## src/rtl/laser_pkg.sv

```systemverilog
// laser_pkg: shared FSM states, target selects and default geometry
// for the two-circle laser coverage search.
package laser_pkg;

   typedef enum logic [1:0] {
      LOAD,
      SEARCH,
      COMMIT,
      FINISH
   } state_t;

   localparam logic TGT_C1 = 1'b0;
   localparam logic TGT_C2 = 1'b1;

   localparam int COORD_W_DEF    = 4;
   localparam int NUM_OBJ_DEF    = 40;
   localparam int RADIUS_DEF     = 4;
   localparam int MAX_ROUNDS_DEF = 8;

   localparam int          G     = 1 << (2 * COORD_W_DEF);
   localparam int unsigned R2    = RADIUS_DEF * RADIUS_DEF;
   localparam int          CNT_W = $clog2(NUM_OBJ_DEF + 1);

endpackage

```

## src/rtl/laser_cover_hit.sv

```systemverilog
// laser_cover_hit: combinational test whether an object lies inside a circle.
// Ports: cx/cy circle centre, ox/oy object, hit = dx^2+dy^2 <= sq_r.
module laser_cover_hit
   import laser_pkg::*;
#(
   parameter int          COORD_W = COORD_W_DEF,
   parameter int unsigned SQ_R    = R2
) (
   input  logic [COORD_W-1:0] cx,
   input  logic [COORD_W-1:0] cy,
   input  logic [COORD_W-1:0] ox,
   input  logic [COORD_W-1:0] oy,
   output logic               hit
);

   localparam int SW = 2 * COORD_W + 1;

   logic [COORD_W-1:0] dx;
   logic [COORD_W-1:0] dy;
   logic [SW-1:0]      d2;

   always_comb begin
      dx  = (cx > ox) ? (cx - ox) : (ox - cx);
      dy  = (cy > oy) ? (cy - oy) : (oy - cy);
      d2  = SW'(dx) * SW'(dx) + SW'(dy) * SW'(dy);
      hit = (32'(d2) <= SQ_R);
   end

endmodule

```

## src/rtl/laser_cover_search.sv

```systemverilog
// laser_cover_search: buffers a frame of objects, then places two circles by
// alternating raster search. Ports: CLK/RST, IN_VALID/IN_READY/X/Y load,
// C1X/C1Y/C2X/C2Y/COUNT committed result, BUSY while searching, DONE pulse.
module laser_cover_search
   import laser_pkg::*;
#(
   parameter int COORD_W    = COORD_W_DEF,
   parameter int NUM_OBJ    = NUM_OBJ_DEF,
   parameter int RADIUS     = RADIUS_DEF,
   parameter int MAX_ROUNDS = MAX_ROUNDS_DEF
) (
   input  logic                           CLK,
   input  logic                           RST,
   input  logic                           IN_VALID,
   output logic                           IN_READY,
   input  logic [COORD_W-1:0]             X,
   input  logic [COORD_W-1:0]             Y,
   output logic [COORD_W-1:0]             C1X,
   output logic [COORD_W-1:0]             C1Y,
   output logic [COORD_W-1:0]             C2X,
   output logic [COORD_W-1:0]             C2Y,
   output logic [$clog2(NUM_OBJ+1)-1:0]   COUNT,
   output logic                           BUSY,
   output logic                           DONE
);

   localparam int          PW       = 2 * COORD_W;
   localparam int          CNT_BITS = $clog2(NUM_OBJ + 1);
   localparam int          IW       = (NUM_OBJ > 1) ? $clog2(NUM_OBJ) : 1;
   localparam int          RW       = $clog2(MAX_ROUNDS + 1);
   localparam int unsigned SQR      = RADIUS * RADIUS;

   localparam logic [IW-1:0] LAST = IW'(NUM_OBJ - 1);
   localparam logic [RW-1:0] RMAX = RW'(MAX_ROUNDS);

   state_t state;
   state_t state_nx;

   logic [COORD_W-1:0] obj_x [NUM_OBJ];
   logic [COORD_W-1:0] obj_y [NUM_OBJ];

   logic [IW-1:0]       k;
   logic [IW-1:0]       oi;
   logic [PW-1:0]       cand;
   logic [PW-1:0]       best_pos;
   logic [CNT_BITS-1:0] acc;
   logic [CNT_BITS-1:0] total;
   logic [CNT_BITS-1:0] best_cnt;
   logic [CNT_BITS-1:0] rs_cnt;
   logic [RW-1:0]       round;
   logic [RW-1:0]       round_nx;
   logic                tgt;
   logic                accept;
   logic                obj_last;
   logic                pass_end;
   logic                again;
   logic                hit_c;
   logic                hit_o;
   logic [COORD_W-1:0]  ocx;
   logic [COORD_W-1:0]  ocy;

   assign accept   = IN_VALID && IN_READY;
   assign obj_last = (oi == LAST);
   assign pass_end = obj_last && (&cand);
   assign ocx      = (tgt == TGT_C1) ? C2X : C1X;
   assign ocy      = (tgt == TGT_C1) ? C2Y : C1Y;
   assign total    = acc + CNT_BITS'(hit_c || hit_o);
   assign round_nx = round + RW'(1);
   // Another round only pays off if the C2 pass improved on the round start.
   assign again    = (best_cnt > rs_cnt) && (round_nx < RMAX);

   laser_cover_hit #(
      .COORD_W (COORD_W),
      .SQ_R    (SQR)
   ) u_hit_cand (
      .cx  (cand[COORD_W-1:0]),
      .cy  (cand[PW-1:COORD_W]),
      .ox  (obj_x[oi]),
      .oy  (obj_y[oi]),
      .hit (hit_c)
   );

   laser_cover_hit #(
      .COORD_W (COORD_W),
      .SQ_R    (SQR)
   ) u_hit_other (
      .cx  (ocx),
      .cy  (ocy),
      .ox  (obj_x[oi]),
      .oy  (obj_y[oi]),
      .hit (hit_o)
   );

   always_ff @(posedge CLK) begin
      if (accept) begin
         obj_x[k] <= X;
         obj_y[k] <= Y;
      end
   end

   always_ff @(posedge CLK) begin
      if (RST) state <= LOAD;
      else     state <= state_nx;
   end

   always_comb begin
      state_nx = state;
      IN_READY = 1'b0;
      BUSY     = 1'b0;
      DONE     = 1'b0;
      unique case (state)
         LOAD: begin
            IN_READY = 1'b1;
            if (IN_VALID && (k == LAST)) state_nx = SEARCH;
         end
         SEARCH: begin
            BUSY = 1'b1;
            if (pass_end) state_nx = COMMIT;
         end
         COMMIT: begin
            BUSY = 1'b1;
            if ((tgt == TGT_C2) && !again) state_nx = FINISH;
            else                           state_nx = SEARCH;
         end
         FINISH: begin
            DONE     = 1'b1;
            state_nx = LOAD;
         end
         default: state_nx = LOAD;
      endcase
   end

   always_ff @(posedge CLK) begin
      if (RST) begin
         k        <= '0;
         oi       <= '0;
         cand     <= '0;
         acc      <= '0;
         best_cnt <= '0;
         best_pos <= '0;
         rs_cnt   <= '0;
         round    <= '0;
         tgt      <= TGT_C1;
         C1X      <= '0;
         C1Y      <= '0;
         C2X      <= '0;
         C2Y      <= '0;
         COUNT    <= '0;
      end else begin
         unique case (state)
            LOAD: begin
               if (accept) begin
                  if (k == '0) begin
                     C1X   <= '0;
                     C1Y   <= '0;
                     C2X   <= '0;
                     C2Y   <= '0;
                     COUNT <= '0;
                  end
                  if (k == LAST) begin
                     k        <= '0;
                     tgt      <= TGT_C1;
                     round    <= '0;
                     rs_cnt   <= '0;
                     cand     <= '0;
                     oi       <= '0;
                     acc      <= '0;
                     best_cnt <= '0;
                     best_pos <= '0;
                  end else begin
                     k <= k + IW'(1);
                  end
               end
            end
            SEARCH: begin
               if (obj_last) begin
                  oi  <= '0;
                  acc <= '0;
                  // Strictly greater keeps the lowest raster index on ties.
                  if (total > best_cnt) begin
                     best_cnt <= total;
                     best_pos <= cand;
                  end
                  cand <= cand + PW'(1);
               end else begin
                  oi  <= oi + IW'(1);
                  acc <= total;
               end
            end
            COMMIT: begin
               COUNT    <= best_cnt;
               cand     <= '0;
               oi       <= '0;
               acc      <= '0;
               best_cnt <= '0;
               best_pos <= '0;
               if (tgt == TGT_C1) begin
                  C1X <= best_pos[COORD_W-1:0];
                  C1Y <= best_pos[PW-1:COORD_W];
                  tgt <= TGT_C2;
               end else begin
                  C2X   <= best_pos[COORD_W-1:0];
                  C2Y   <= best_pos[PW-1:COORD_W];
                  round <= round_nx;
                  if (again) begin
                     tgt    <= TGT_C1;
                     rs_cnt <= best_cnt;
                  end
               end
            end
            FINISH: begin
            end
            default: begin
            end
         endcase
      end
   end

endmodule
```

## config.mk

```make
export PLATFORM = sky130hd
export DESIGN_NAME = laser_cover_search
export DESIGN_NICKNAME = d
export VERILOG_FILES = /design/src/rtl/laser_pkg.sv /design/src/rtl/laser_cover_hit.sv /design/src/rtl/laser_cover_search.sv
export SDC_FILE = /design/constraint.sdc
export NUM_CORES = 1
export LEC_CHECK = 0
export ABC_CLOCK_PERIOD_IN_PS = 20500
export BUFFER_PORTS_ARGS = -buffer_cell sky130_fd_sc_hd__buf_2
export CAP_MARGIN = 0
export CORE_UTILIZATION = 45
export CTS_CLUSTER_DIAMETER = 50
export CTS_CLUSTER_SIZE = 20
export DETAILED_ROUTE_END_ITERATION = 8
export HOLD_SLACK_MARGIN = 0.03
export PLACE_DENSITY = 0.68
export SLEW_MARGIN = 30
export SYNTH_ARGS = -nofsm -noshare
export SYNTH_HDL_FRONTEND = slang
export SYNTH_HIERARCHICAL = 1
export SYNTH_SLANG_ARGS = --single-unit
```

## constraint.sdc

```tcl
create_clock -name CLK -period 20.5 [get_ports CLK]
set_input_delay 1.025 -clock CLK [delete_from_list [all_inputs] [get_ports CLK]]
set_output_delay 1.025 -clock CLK [all_outputs]
set_load 0.01 [all_outputs]
```

==> flow_metrics.py <==
metrics = {
    "sta": {
        "post-route-period-util_pct": 52.7,
        "hold_viol": 0,
        "rsz0062_at_grt": "false",
        "finalWorstSetupSlack_ns": 9.70,
        "slew_viol_final": 0,
        "fmax_mhz": 92.6,
        "clock_skew_ns": 0.0206,
        "setup_violations": 0,
        "min_period_ns": 10.80,
        "fin_tns_setup_ns": 0,
        "worstMarginPinSlew_ns": 0.964,
        "slew_headroom_pct": 35.5,
    },
    "logic_synthesis": {
        "synth.distinct_cells": 75,
        "netlist_instances": 1352,
        "synth_warnings": 6,
        "ys.flop_type": "edfxtp_1",
        "seq_area_frac_synth_pct": 59.0,
        "netlist_area_sq_um": 19000,
        "synth_seq_cells": 401,
        "avgSynthCellArea_sq_um": 14.1,
        "async_flop_share_pct": 0,
        "synth_edf_count": 320,
        "syn-num-nets": 1478,
    },
    "worst_setup_path": {
        "cp_max_fo": 40,
        "startpoint_type": "register",
        "max_stage_delay_ns": 0.79,
        "crit_end": "best_pos[2]",
        "cpMaxStageDelayCell": "dfxtp_4",
        "cp.arrival_ns": 11.25,
        "cpMostUsedCell": "fa_1",
        "r2r_cells": 33,
        "required_ns": 20.95,
        "r2r_end": "best_pos[2]",
        "crit_type": "register to register",
        "rrSetupSlack_ns": 9.70,
        "endpoint_kind": "register",
    },
    "power_and_ir_drop": {
        "power_density_nw_per_um2": 116,
        "vdd_drop_max_mv": 0.124,
        "leakage_nw": 7.08,
    },
    "placed_design": {
        "hpwlAfterDp_um": 26700,
        "io_buffers": 35,
        "dp_slack_ns": 9.42,
        "routabilityCongestion": 0.821,
    },
    "clocking": {
        "clockBufferDepth": 3,
        "ctsResizeCount": 0,
        "cts_root_buf": "clkbuf_16",
        "cts.clk_slew.worst_paths_ns": 0.07,
        "cts_tree": "yes",
        "postCtsHoldBufs": 0,
        "clk_latency_ns": 0.55,
        "cts_num_sinks": 401,
        "cts_max_level": 2,
        "post_cts_buffers": 0,
        "cts_buffers": 35,
    },
    "global_route": {
        "top_usage_layer": "met2",
        "grt_max_degree": 79,
        "met2_usage_pct": 31.7,
        "antenna_found_initial": 0,
        "met3_usage_pct": 3.40,
        "overflow": 0,
        "grt_pass1_wl_um": 63500,
        "grt_pass1_vias": 11132,
        "track_usage_pct": 19.0,
        "met1_usage_pct": 25.5,
    },
    "floorplan": {
        "core_area_sq_um": 41300,
        "pin_count": 36,
        "die_height_um": 208,
        "die_area_sq_um": 43100,
        "dieWidth_um": 208,
        "initial_core_util_pct": 46.1,
        "rows": 74,
    },
    "route": {
        "wl_per_cell_um": 20.9,
        "viasPerCell": 5.74,
        "drc": 0,
        "drtIter0Drc": 902,
        "drtPass1Iterations": 6,
        "drtAntennaViolNets": 0,
        "via_count": 11081,
        "wl_um": 40200,
    },
    "min_path": {
        "hold_path_startpoint": "COUNT[2]",
        "hold_path.class": "register to register",
    },
    "finish": {
        "area_growth_pct": 9.72,
        "diodes": 0,
        "layout-drive-gt1-share_pct": 16.3,
        "fillers": 3460,
        "final_nets": 1498,
    },
    "outcome": {
        "status": "complete, no violations",
    },
    "flow_run": {
        "max-cap-violations": 0,
    },
}
flip-flops by register name, summed over array words and instances, names as in the netlist, 2 cells and up, named ones only:
register	count
best_cnt	6
oi	6
rs_cnt	6
C2Y	4
state	2
C1Y	4
obj_x	160
acc	6
k	6
cand	8
best_pos	8
C1X	4
obj_y	160
C2X	4
round	4
COUNT	6
metrics by stage:
stage | hold slack [ns] | cells | power [W] | cell area (sq um) | utilization, %
2_1_floorplan | 0.453 | 1352 | 0.00156 | 19000 | -
3_3_place_gp | 0.441 | 1867 | 0.00172 | 19600 | 47.5
3_5_place_dp | 0.444 | 1867 | 0.00174 | 19600 | 47.5
4_1_cts | 0.453 | 1929 | 0.00243 | 20900 | 50.5
5_1_grt | 0.480 | 1929 | 0.00259 | 20900 | 50.6
6_report | 0.447 | 1929 | 0.00241 | 20900 | 50.6
kinds of logic (layout without fill, tap and decap cells):
group,count (synthesis),count (layout),share of synthesized area [%]
AO/OA/AOI/OAI,178,178,6.50
multiplexers,123,123,11.9
adder cells (fa/ha/maj),115,115,8.75
XOR/XNOR,30,30,1.38
AND/OR/NAND/NOR,342,342,8.90
flip-flops,401,401,59.0
buffers and inverters,163,208,3.58
how the worst min path moves through the flow:
stage | to | slack [ns] | cells past startpoint
2_1_floorplan | acc[4] | 0.45 | 2
3_3_place_gp | COUNT[3] | 0.44 | 2
3_5_place_dp | COUNT[4] | 0.44 | 2
4_1_cts | COUNT[2] | 0.45 | 2
5_1_grt | COUNT[3] | 0.48 | 2
6_report | COUNT[2] | 0.45 | 2
power by group:
part           switching, W  total, W  internal, W
Sequential        0.0000132  0.000899     0.000886
Combinational      0.000448  0.000813     0.000365
Clock              0.000327  0.000700     0.000372
synthesized netlist by cell type, drive strengths merged (4+ instances only):
library cell / n / area share, %
a21oi: 58 / 1.5
mux2: 21 / 1.2
ha: 85 / 5.6
or3: 7 / 0.26
o2111ai: 4 / 0.18
nor2b: 8 / 0.28
nor2: 105 / 2.1
o211ai: 11 / 0.43
nor3: 19 / 0.56
nand4: 11 / 0.36
edfxtp: 320 / 50
xnor2: 18 / 0.83
dfxtp: 81 / 8.5
a211oi: 6 / 0.26
fa: 30 / 3.2
mux2i: 22 / 1.2
nand2b: 27 / 0.89
o21a: 5 / 0.24
a211o: 4 / 0.18
nor4: 5 / 0.16
and4: 6 / 0.29
nand2: 71 / 1.4
or2: 7 / 0.23
mux4: 80 / 9.5
clkbuf: 27 / 0.53
a221oi: 4 / 0.18
and3: 6 / 0.20
xor2: 12 / 0.55
a21o: 14 / 0.57
buf: 30 / 0.95
nand3b: 6 / 0.24
a22oi: 18 / 0.71
nand3: 49 / 1.3
nor3b: 4 / 0.16
o21ai: 15 / 0.39
o32ai: 14 / 0.64
inv: 106 / 2.1
per-layer routing:
metal	up-vias	wire, um
met5	-	0
met4	0	804
met3	61	2340
met2	308	19700
met1	5590	17400
li1	5122	-
cell usage in the layout (no fill, tap or decap), types with 5 or more instances in the layout:
cell type and instances:
nand3_1 49, nor3_1 18, buf_4 5, xnor2_1 18, a21o_1 12, nor4_1 5, inv_8 5, o211ai_1 11
clkinv_4 5, o32ai_1 14, o21ai_0 12, and4_1 5, a211oi_1 5, inv_1 106, xor2_1 12, mux2_2 21
edfxtp_1 320, mux2i_1 22, clkbuf_16 35, a21oi_1 56, nand2_1 70, nand2b_1 27, buf_2 35, and3_1 6
fa_1 30, mux4_2 80, nand4_1 11, nand3b_1 6, a22oi_1 18, or3_1 6, ha_1 84, nor2b_1 7
nor2_1 101, inv_6 5, dfxtp_1 78
cell type report:
class,count,area (sq um),area share (%)
inverter,106,398,1.91
clock inverter,26,342,1.64
tap,532,666,3.19
timing repair buffer,40,213,1.02
clock buffer,36,880,4.21
multi-input combinational,788,7140,34.2
sequential,401,11200,53.8
critical path: cells and delay by family (launching register included):
| family | cells | cell delay [ns] |
|---|---|---|
| fa+ha+maj | 10 | 3.90 |
| compound gates | 8 | 2.22 |
| simple gates | 8 | 2.00 |
| buf+inv | 4 | 1.04 |
| flops | 1 | 0.79 |
| mux | 2 | 0.41 |
| xor+xnor | 1 | 0.27 |
No activity file was read; power rests on OpenSTA's default activity.
